<file path="src/rtl/alu_responder.sv">
// alu_responder: handshaked sequential ALU with registered Result/Zero and a valid/ready response.
// Define ALU_MULT_EN to build the iterative shift-add multiply for ALUctr 011.
module alu_responder #(
  parameter int WIDTH = 32
) (
  input  logic             clock,
  input  logic             reset,
  input  logic             in_valid,
  output logic             in_ready,
  input  logic [WIDTH-1:0] A,
  input  logic [WIDTH-1:0] B,
  input  logic [2:0]       ALUctr,
  output logic             out_valid,
  input  logic             out_ready,
  output logic [WIDTH-1:0] Result,
  output logic             Zero
);

  localparam logic [2:0] OP_AND = 3'b000;
  localparam logic [2:0] OP_OR  = 3'b001;
  localparam logic [2:0] OP_ADD = 3'b010;
  localparam logic [2:0] OP_SUB = 3'b110;
  localparam logic [2:0] OP_SLT = 3'b111;

  // CALC is the cycle after acceptance where the latched operands are evaluated.
`ifdef ALU_MULT_EN
  localparam logic [2:0] OP_MUL = 3'b011;
  localparam int CW = $clog2(WIDTH);
  typedef enum logic [1:0] {IDLE, CALC, MUL, DONE} state_t;
`else
  typedef enum logic [1:0] {IDLE, CALC, DONE} state_t;
`endif

  state_t           state_q, state_d;
  logic [WIDTH-1:0] a_q, b_q;
  logic [2:0]       op_q;
  logic [WIDTH-1:0] alu_res;

`ifdef ALU_MULT_EN
  logic [WIDTH-1:0] acc_q;
  logic [CW-1:0]    cnt_q;
  logic [WIDTH-1:0] mul_sum;

  assign mul_sum = acc_q + (b_q[0] ? a_q : '0);
`endif

  assign in_ready  = (state_q == IDLE);
  assign out_valid = (state_q == DONE);

  always_comb begin
    alu_res = '0;
    case (op_q)
      OP_AND:  alu_res = a_q & b_q;
      OP_OR:   alu_res = a_q | b_q;
      OP_ADD:  alu_res = a_q + b_q;
      OP_SUB:  alu_res = a_q - b_q;
      OP_SLT:  alu_res = {{(WIDTH-1){1'b0}}, ($signed(a_q) < $signed(b_q))};
      default: alu_res = '0;
    endcase
  end

  always_ff @(posedge clock or posedge reset) begin
    if (reset) state_q <= IDLE;
    else       state_q <= state_d;
  end

  always_comb begin
    state_d = state_q;
    case (state_q)
      IDLE: if (in_valid) state_d = CALC;
      CALC: begin
`ifdef ALU_MULT_EN
        state_d = (op_q == OP_MUL) ? MUL : DONE;
`else
        state_d = DONE;
`endif
      end
`ifdef ALU_MULT_EN
      MUL:  if (cnt_q == CW'(WIDTH-1)) state_d = DONE;
`endif
      DONE: if (out_ready) state_d = IDLE;
      default: state_d = IDLE;
    endcase
  end

  // Multiply walks B LSB first; a_q/b_q are consumed as shift registers.
  always_ff @(posedge clock or posedge reset) begin
    if (reset) begin
      a_q    <= '0;
      b_q    <= '0;
      op_q   <= '0;
      Result <= '0;
      Zero   <= 1'b1;
`ifdef ALU_MULT_EN
      acc_q  <= '0;
      cnt_q  <= '0;
`endif
    end else begin
      case (state_q)
        IDLE: begin
          if (in_valid) begin
            a_q  <= A;
            b_q  <= B;
            op_q <= ALUctr;
`ifdef ALU_MULT_EN
            acc_q <= '0;
            cnt_q <= '0;
`endif
          end
        end
        CALC: begin
`ifdef ALU_MULT_EN
          if (op_q != OP_MUL) begin
            Result <= alu_res;
            Zero   <= (alu_res == '0);
          end
`else
          Result <= alu_res;
          Zero   <= (alu_res == '0);
`endif
        end
`ifdef ALU_MULT_EN
        MUL: begin
          acc_q <= mul_sum;
          a_q   <= a_q << 1;
          b_q   <= b_q >> 1;
          if (cnt_q == CW'(WIDTH-1)) begin
            Result <= mul_sum;
            Zero   <= (mul_sum == '0);
          end else begin
            cnt_q <= cnt_q + 1'b1;
          end
        end
`endif
        default: ;
      endcase
    end
  end

endmodule
</file>
<file path="config.mk">
export PLATFORM = sky130hd
export DESIGN_NAME = alu_responder
export DESIGN_NICKNAME = d
export VERILOG_FILES = /design/src/rtl/alu_responder.sv
export SDC_FILE = /design/constraint.sdc
export NUM_CORES = 1
export LEC_CHECK = 0
export ABC_AREA = 1
export BUFFER_PORTS_ARGS = -buffer_cell sky130_fd_sc_hd__buf_2
export CAP_MARGIN = 10
export CORE_MARGIN = 2
export CORE_UTILIZATION = 35
export DETAILED_ROUTE_END_ITERATION = 8
export PLACE_DENSITY_LB_ADDON = 0.2
export SLEW_MARGIN = 15
export SYNTH_ARGS = -nofsm -noshare
export SYNTH_HDL_FRONTEND = slang
export SYNTH_SLANG_ARGS = --single-unit
</file>
<file path="constraint.sdc">
create_clock -name clock -period 9 [get_ports clock]
set_input_delay 0.45 -clock clock [delete_from_list [all_inputs] [get_ports clock]]
set_output_delay 0.45 -clock clock [all_outputs]
set_load 0.05 [all_outputs]
</file>
==> results.sh, run 1 <==
export IMPL_required_ns=9.32
export IMPL_routed_wl_um=34620
export IMPL_skew_ns=0.009571
export IMPL_wl_per_cell_um=16.30
export IMPL_status="finished clean"
export IMPL_cp_common_cell="nand2_1"
export IMPL_cts_root_buf="clkbuf_16"
export IMPL_synth_edff_count=0
export IMPL_antenna_found_initial=0
export IMPL_min_period_ns=2.924
export IMPL_final_cell_mix="nand2_1 (565), inv_1 (289), nand3_1 (133)"
export IMPL_dieArea_mm2=0.03034
export IMPL_ys_flop_type="dfrtp_1"
export IMPL_diodes=0
export IMPL_die_x_um=174.2
export IMPL_syn2layout_area_growth_pct=10.59
export IMPL_r2r_start="a_q[1]"
export IMPL_grt_pass1_wl_um=54290
export IMPL_cts_max_level=3
export IMPL_fmax_mhz=341.9
export IMPL_path_buf_inv=1
export IMPL_initial_core_util_pct=35.41
export IMPL_path_clk_slew_ns=0.08
export IMPL_portBuffers=105
export IMPL_grt_max_degree=136
export IMPL_cts_tree="yes"
export IMPL_syn_nets=1837
export IMPL_drc=0
export IMPL_dp_final_hpwl_um=28030
export IMPL_hold_viol_final=0
export IMPL_cp_start_kind="flip-flop"
export IMPL_track_usage_pct=23.17
export IMPL_num_nets_final=1907
export IMPL_rsz0062_at_grt="false"
export IMPL_tightest_slew_ns=1.062
export IMPL_dr_pass1_iters=5
export IMPL_cts_sink_count=102
export IMPL_gp_congestion=0.9678
export IMPL_num_vias=10434
export IMPL_netlist_instances=1665
export IMPL_critPathLaunch="a_q[1]"
export IMPL_synth_cell_type_count=35
export IMPL_crit_arrival_ns=3.24
export IMPL_insertion_delay_ns=0.38
export IMPL_crit_slowest_cell="dfrtp_1"
export IMPL_io_pins=106
export IMPL_syn_area_mm2=0.01014
export IMPL_die_h_um=174.2
export IMPL_avgViaCountPerCell=4.912
export IMPL_grt_ovfl_total=0
export IMPL_hold_buffers=0
export IMPL_yosys_warnings=0
export IMPL_hold_class="input pin to asynchronous set/reset pin"
export IMPL_drv_slew=0
export IMPL_ys_ff_latch=102
export IMPL_drt_initial_drc_count=780
export IMPL_grt_pass1_vias=9846
export IMPL_clock_path_buffers=2
export IMPL_post_cts_resized=0
export IMPL_cp_max_fo=4
export IMPL_cts_buffers=9
export IMPL_cp_top_family="simple AND/OR/NAND/NOR gates"
export IMPL_worstSetupPathType="flip-flop to flip-flop"
export IMPL_num_rows=62
export IMPL_synthArstFlopShare_pct=100.0
export IMPL_fin_crit_sh_pct=32.49
export IMPL_seq_area_frac_synth_pct=25.19
export IMPL_crit_path_cell_trace="inv_1 > ha_1 > nor2_1 > nand2_1 > nand3_1 > nand2_1 > nand2_1 > nand2_1 > nand2_2 > nand3_1 > a21oi_1 > nor2_1 > nor2_1 > nand3_1 > nor2_1 > nand3_1 > nand2_1"
export IMPL_core_area_mm2=0.02863
export IMPL_endpoint_kind="flip-flop"
export IMPL_max_stage_delay_ns=0.45
export IMPL_cap_violations=0
export IMPL_layout_commonest_cell="nand2_1"
export IMPL_post_cts_buffers=0
export IMPL_synth_avg_cell_area_um2=6.088
export IMPL_setup_tns_ns=0
export IMPL_finalSetupViolations=0
export IMPL_timing_slew_headroom_pct=29.04
export IMPL_ant_nets=0
export IMPL_layout_drive_gt1_share_pct=10.00
metrics by stage:
stage | setup WS, ns | hold WS [ns] | instances | area [um^2] | util (%)
floorplan | 5.876 | 0.5516 | 1665 | 10140 | -
global placement | 6.126 | 0.4569 | 2108 | 10910 | 38.11
detailed placement | 6.165 | 0.4629 | 2108 | 10910 | 38.11
CTS | 6.131 | 0.1801 | 2124 | 11210 | 39.15
global route | 5.801 | 0.2235 | 2124 | 11210 | 39.16
finish | 6.076 | 0.1544 | 2124 | 11210 | 39.16
Yosys cell counts, types with 3 or more instances:
cell / instances / share of area (%)
nand2_1: 565 / 21
inv_1: 290 / 11
nand3_1: 134 / 6.6
nor2_1: 121 / 4.5
o21ai_0: 104 / 5.1
dfrtp_1: 101 / 25
ha_1: 99 / 12
a21oi_1: 60 / 3.0
nand4_1: 23 / 1.4
o22ai_1: 23 / 1.4
clkbuf_1: 20 / 0.74
nor2_2: 19 / 1.2
buf_4: 14 / 1.0
nand3b_1: 12 / 0.89
nor3_1: 12 / 0.59
buf_2: 11 / 0.54
inv_2: 11 / 0.41
o21bai_1: 11 / 0.81
nand2_2: 6 / 0.37
buf_6: 4 / 0.44
a31oi_1: 3 / 0.19
and2_1: 3 / 0.19
routing by layer:
| layer | wire length, um | track usage (%) | up-vias |
|---|---|---|---|
| met3 | 2002 | 2.297 | 42 |
| met1 | 16980 | 33.81 | 4774 |
| li1 | - | - | 5297 |
| met5 | 0 | 0 | - |
| met2 | 14940 | 36.34 | 321 |
| met4 | 694 | 6.443 | 0 |
cells by family (layout without fill, tap and decap cells):
group,after synthesis,in the layout,synth area share (%)
simple gates,902,902,37.25
fa+ha+maj,101,101,12.62
buf+inv,354,429,14.06
compound gates,206,206,10.88
flops,102,102,25.19
area by class of cell:
| type | count | area [um^2] |
|---|---|---|
| Clock buffer | 9 | 225.2 |
| Timing Repair Buffer | 110 | 566.8 |
| Multi-Input combinational cell | 1209 | 6170 |
| Tap cell | 384 | 480.5 |
| Sequential cell | 102 | 2554 |
| Clock inverter | 7 | 72.57 |
| Fill cell | 3187 | 17420 |
| Inverter | 303 | 1141 |
path summary, 6_finish.rpt:
path                       slack, ns  cells past startpoint    endpoint
setup / recovery                6.08                     17        Zero
hold reg to reg                 0.47                      2  Result[28]
setup reg to reg                6.08                     17        Zero
max in group asynchronous       7.67                      3  Result[28]
min in group clock              0.28                      3     b_q[27]
hold / removal                  0.15                      2      b_q[8]
registers in the layout, indices dropped and copies added, names as in the netlist:
| signal | cells |
|---|---|
| Zero | 1 |
| op_q | 3 |
| state_q | 2 |
| Result | 32 |
| b_q | 32 |
| a_q | 32 |
Power of run 1 is left out: the tool's default activity adds up to more than one toggle a clock period on the data nets, which glitch-free logic cannot reach.
==> run 2, diff against run 1 <==
Clock period 9 ns to 2.6 ns, I/O delays scaled along.
==> run 2 against run 1 <==
Compared with the run above:
- critical path type unchanged
- critical path depth up 1
- via count up 12%
- utilization up 13 points
- first-iteration DRC count down 6.0%
- global-route usage up 1.7 points
- non-clock buffer count up 361
- largest cell class unchanged
==> results.sh, run 2 (synthesized netlist as in run 1, its figures left out) <==
export IMPL_status="finished clean"
export IMPL_die_x_um=174.2
export IMPL_grt_ovfl_total=0
export IMPL_cts_buffers=9
export IMPL_num_nets_final=2268
export IMPL_drv_slew=0
export IMPL_finalSetupViolations=0
export IMPL_min_period_ns=2.523
export IMPL_drt_initial_drc_count=733
export IMPL_hold_class="input pin to flip-flop"
export IMPL_grt_use_met2_pct=39.66
export IMPL_path_clk_slew_ns=0.07
export IMPL_die_h_um=174.2
export IMPL_path_buf_inv=2
export IMPL_min_delay_start="B[0]"
export IMPL_crit_path_cell_trace="inv_1 > ha_4 > nor2_4 > buf_12 > nand2_1 > nor2_1 > nand2_1 > nand3_2 > nand2_1 > nand3_1 > nand3b_1 > nor2_1 > nand2_1 > nor2_4 > nand2_1 > nor2_1 > nand3_1 > nand2_1"
export IMPL_largestRegisters="Result (32), a_q (32), b_q (32)"
export IMPL_worstSetupPathDepth=18
export IMPL_clock_path_buffers=2
export IMPL_avgViaCountPerCell=4.711
export IMPL_initial_core_util_pct=35.41
export IMPL_portBuffers=105
export IMPL_critPathLaunch="b_q[3]"
export IMPL_seqCellArea_mm2=0.002555
export IMPL_layout_commonest_cell="nand2_1"
export IMPL_endpoint_kind="flip-flop"
export IMPL_drc=0
export IMPL_fill_cells=2961
export IMPL_r2r_start="b_q[3]"
export IMPL_skew_ns=0.005667
export IMPL_cp_top_family="simple AND/OR/NAND/NOR gates"
export IMPL_insertion_delay_ns=0.37
export IMPL_worstSetupPathType="flip-flop to flip-flop"
export IMPL_track_usage_pct=24.88
export IMPL_timing_rr_end="Zero"
export IMPL_core_area_mm2=0.02863
export IMPL_crit_arrival_ns=2.83
export IMPL_layout_drive_gt1_share_pct=31.32
export IMPL_dieArea_mm2=0.03034
export IMPL_hold_end="b_q[0]"
export IMPL_worst_r2r_path_depth=18
export IMPL_cp_start_kind="flip-flop"
export IMPL_io_pins=106
export IMPL_multi_input_area_mm2=0.007058
export IMPL_rsz0062_at_grt="true"
export IMPL_routed_wl_um=37510
export IMPL_syn2layout_area_growth_pct=48.41
export IMPL_gp_congestion=0.9315
export IMPL_final_core_util_pct=52.55
export IMPL_required_ns=2.91
export IMPL_wl_per_cell_um=15.09
export IMPL_antenna_found_initial=0
export IMPL_grt_pass1_wl_um=59070
export IMPL_dp_final_hpwl_um=30250
export IMPL_cap_violations=0
export IMPL_cp_max_fo=5
export IMPL_dr_pass1_iters=6
export IMPL_use_met1_pct=36.28
export IMPL_fmax_mhz=396.4
export IMPL_gr_usage_met3_pct=2.450
export IMPL_fin_crit_sh_pct=97.03
export IMPL_timing_slew_headroom_pct=57.92
export IMPL_holdPathStages=3
export IMPL_crit_slowest_cell="dfrtp_1"
export IMPL_worst_hold_slack_ns=0.009536
export IMPL_cts_tree="yes"
export IMPL_cts_max_level=3
export IMPL_ant_nets=0
export IMPL_final_cell_mix="nand2_1 (517), buf_4 (290), inv_1 (257)"
export IMPL_max_stage_delay_ns=0.38
export IMPL_grt_max_degree=136
export IMPL_setup_tns_ns=0
export IMPL_diodes=0
export IMPL_num_vias=11707
export IMPL_r2r_setup_slack_ns=0.08
export IMPL_grt_busiest_layer="met2"
export IMPL_hold_viol_final=0
export IMPL_cts_root_buf="clkbuf_16"
export IMPL_cp_common_cell="nand2_1"
export IMPL_tightest_slew_ns=0.6305
export IMPL_grt_pass1_vias=11070
export IMPL_num_rows=62
export IMPL_cts_sink_count=102
==> run 2: changes by cell type in the layout (fill, tap and decap cells not counted), moves of 20 or more <==
cell / change
ha_4: +27
ha_1: -32
nor2_1: -34
dlygate4sd3_1: +66
inv_1: -32
nor2_2: +20
inv_2: +31
nand2_2: +43
nand2_1: -48
nand3_1: -21
buf_4: +286
==> run 2: tightest hold or removal path: cells and delay by family <==
kind / cells / cell delay [ns]
buffers and inverters: 1 / 0.09
AOI/OAI and AO/OA: 1 / 0.07
and+or+nand+nor: 1 / 0.05
==> run 2: metrics by stage <==
stage	cell area [um^2]	cells	setup WS, ns
2_1_floorplan	10140	1665	0.3728
3_3_place_gp	12950	2375	-0.2554
3_5_place_dp	12950	2375	-0.1902
4_1_cts	14100	2460	0.00006817
5_1_grt	15040	2485	-0.06499
6_report	15040	2485	0.07734
==> run 2: layout make-up <==
class	instances	share of cell area, %
clock inverter	6	0.3161
timing repair buffer	471	23.45
inverter	303	7.610
clock buffer	10	1.522
sequential	102	16.98
multi-input combinational	1209	46.92
tap	384	3.194
==> run 2: timing repair <==
item / CTS / global route
endpoints found under the setup margin: 4 / 16
resized for setup: 48 / 203
pin swaps: 5 / 70
hold endpoints to repair: 166 / 0
buffers inserted: 3 / 25
hold buffers: 66 / 0
==> run 2: routing by layer <==
metal / wire length, um / share of wire, %
met3: 1959 / 5.2
met4: 678 / 1.8
met5: 0 / 0
met1: 18270 / 49
met2: 16600 / 44
==> run 2: worst max path at each step <==
stage | end | slack, ns
floorplan | Zero | 0.37
global placement | Zero | -0.26
detailed placement | Zero | -0.19
CTS | Zero | 0.00007
global route | Zero | -0.06
finish | Zero | 0.08
Power of run 2 is left out for the same reason.
==> run 3, diff against run 2 <==
Settings changed: CORE_ASPECT_RATIO from default to 1.1, CORE_MARGIN 2 to default, SLEW_MARGIN 15 to default.
==> run 3 against run 2 <==
Compared with the run above:
- final cell count fell by 0.85%
- first-iteration DRC count rose by 20%
- via count fell by 0.11%
- clock-buffer cell count fell by 1
- maximum frequency rose by 0.40%
- critical path depth fell by 3
- non-clock buffer count fell by 1
- utilization rose by 0.64 points
- critical endpoint unchanged
==> results.sh, run 3 (synthesized netlist as in run 1, its figures left out) <==
export IMPL_status="finished clean"
export IMPL_drv_slew=0
export IMPL_routed_wl_um=37860
export IMPL_portBuffers=105
export IMPL_dp_final_hpwl_um=30590
export IMPL_avgViaCountPerCell=4.746
export IMPL_layout_drive_gt1_share_pct=30.19
export IMPL_grt_ovfl_total=0
export IMPL_wl_per_cell_um=15.36
export IMPL_cts_max_level=3
export IMPL_worst_r2r_path_depth=15
export IMPL_track_usage_pct=26.09
export IMPL_layout_commonest_cell="nand2_1"
export IMPL_hold_viol_final=0
export IMPL_min_delay_start="A[9]"
export IMPL_use_met1_pct=38.58
export IMPL_worst_slack_ns=0.08741
export IMPL_rsz0062_at_grt="true"
export IMPL_cts_root_buf="clkbuf_16"
export IMPL_fill_cells=2848
export IMPL_final_core_util_pct=53.20
export IMPL_r2r_start="b_q[0]"
export IMPL_grt_max_degree=136
export IMPL_finalSetupViolations=0
export IMPL_min_period_ns=2.513
export IMPL_die_x_um=164.3
export IMPL_grt_pass1_wl_um=58820
export IMPL_ant_nets=0
export IMPL_final_cell_mix="nand2_1 (531), buf_4 (290), inv_1 (262)"
export IMPL_gr_usage_met3_pct=2.186
export IMPL_initial_core_util_pct=36.06
export IMPL_seqCellArea_mm2=0.002554
export IMPL_num_rows=64
export IMPL_drt_initial_drc_count=878
export IMPL_path_clk_slew_ns=0.08
export IMPL_hold_class="input pin to flip-flop"
export IMPL_cp_start_kind="flip-flop"
export IMPL_r2r_setup_slack_ns=0.09
export IMPL_cp_max_fo=4
export IMPL_die_h_um=180.5
export IMPL_fmax_mhz=398.0
export IMPL_cts_sink_count=102
export IMPL_syn2layout_area_growth_pct=47.51
export IMPL_endpoint_kind="flip-flop"
export IMPL_timing_rr_end="Zero"
export IMPL_grt_pass1_vias=10853
export IMPL_timing_slew_headroom_pct=42.41
export IMPL_clock_path_buffers=2
export IMPL_holdPathStages=3
export IMPL_worstSetupPathType="flip-flop to flip-flop"
export IMPL_num_vias=11694
export IMPL_setup_tns_ns=0
export IMPL_largestRegisters="Result (32), a_q (32), b_q (32)"
export IMPL_grt_busiest_layer="met2"
export IMPL_grt_use_met2_pct=40.24
export IMPL_insertion_delay_ns=0.38
export IMPL_num_nets_final=2267
export IMPL_crit_arrival_ns=2.83
export IMPL_gp_congestion=0.9349
export IMPL_pre_cts_slack_ns=-0.3554
export IMPL_core_area_mm2=0.02811
export IMPL_dieArea_mm2=0.02964
export IMPL_cts_tree="yes"
export IMPL_fin_crit_sh_pct=96.64
export IMPL_required_ns=2.92
export IMPL_drc=0
export IMPL_hold_end="a_q[9]"
export IMPL_cap_violations=0
export IMPL_skew_ns=0.008939
export IMPL_dr_pass1_iters=5
export IMPL_cts_buffers=9
export IMPL_multi_input_area_mm2=0.006962
export IMPL_antenna_found_initial=0
export IMPL_tightest_slew_ns=0.8621
export IMPL_io_pins=106
run 3: cell type report:
type	count	share of cell area, %
Multi-Input combinational cell	1209	46.56
Timing Repair Buffer	470	23.51
Sequential cell	102	17.08
Inverter	303	7.640
Tap cell	363	3.038
Clock buffer	9	1.506
Clock inverter	7	0.6527
Antenna cell	1	0.01674
run 3: how the worst max path moves through the flow:
stage / start / endpoint / slack (ns) / cells past startpoint
floorplan: a_q[0] / Zero / 0.37 / 20
global placement: a_q[25] / Zero / -0.39 / 14
detailed placement: a_q[25] / Zero / -0.36 / 14
CTS: a_q[22] / Zero / 0.003 / 19
global route: b_q[4] / Zero / -0.06 / 19
finish: b_q[0] / Zero / 0.09 / 15
run 3: critical path, cell delays in order (launching register included):
cell     delay [ns]
dfrtp_1        0.41
ha_2           0.21
fa_2           0.35
nand3_1        0.11
nand3_2        0.13
nand2_1        0.10
nand2_2        0.09
o21ai_0        0.16
a21oi_1        0.11
nor2_2         0.19
nand3_2        0.10
nor2_2         0.17
nand2_1        0.08
nor2_1         0.10
nand3_1        0.08
nand2_1        0.06
run 3: per-layer routing:
layer,wire (um),vias up
li1,-,6036
met3,1639,50
met5,0,-
met2,16640,296
met1,18750,5312
met4,827,0
run 3: repair_timing:
item | CTS | global route
hold buffers | 68 | 0
endpoints found under the setup margin | 4 | 13
pin swaps | 4 | 36
gates resized for setup | 34 | 179
hold endpoints to repair | 104 | 0
buffers inserted | 0 | 11
run 3: per-stage QoR:
stage / instances / hold slack [ns] / instance area [um^2]
6_report: 2464 / 0.01143 / 14950
4_1_cts: 2452 / 0.01007 / 14170
5_1_grt: 2463 / 0.05228 / 14950
3_5_place_dp: 2368 / 0.3412 / 13060
2_1_floorplan: 1665 / 0.2510 / 10140
3_3_place_gp: 2368 / 0.3344 / 13060
Power of run 3 is left out for the same reason.
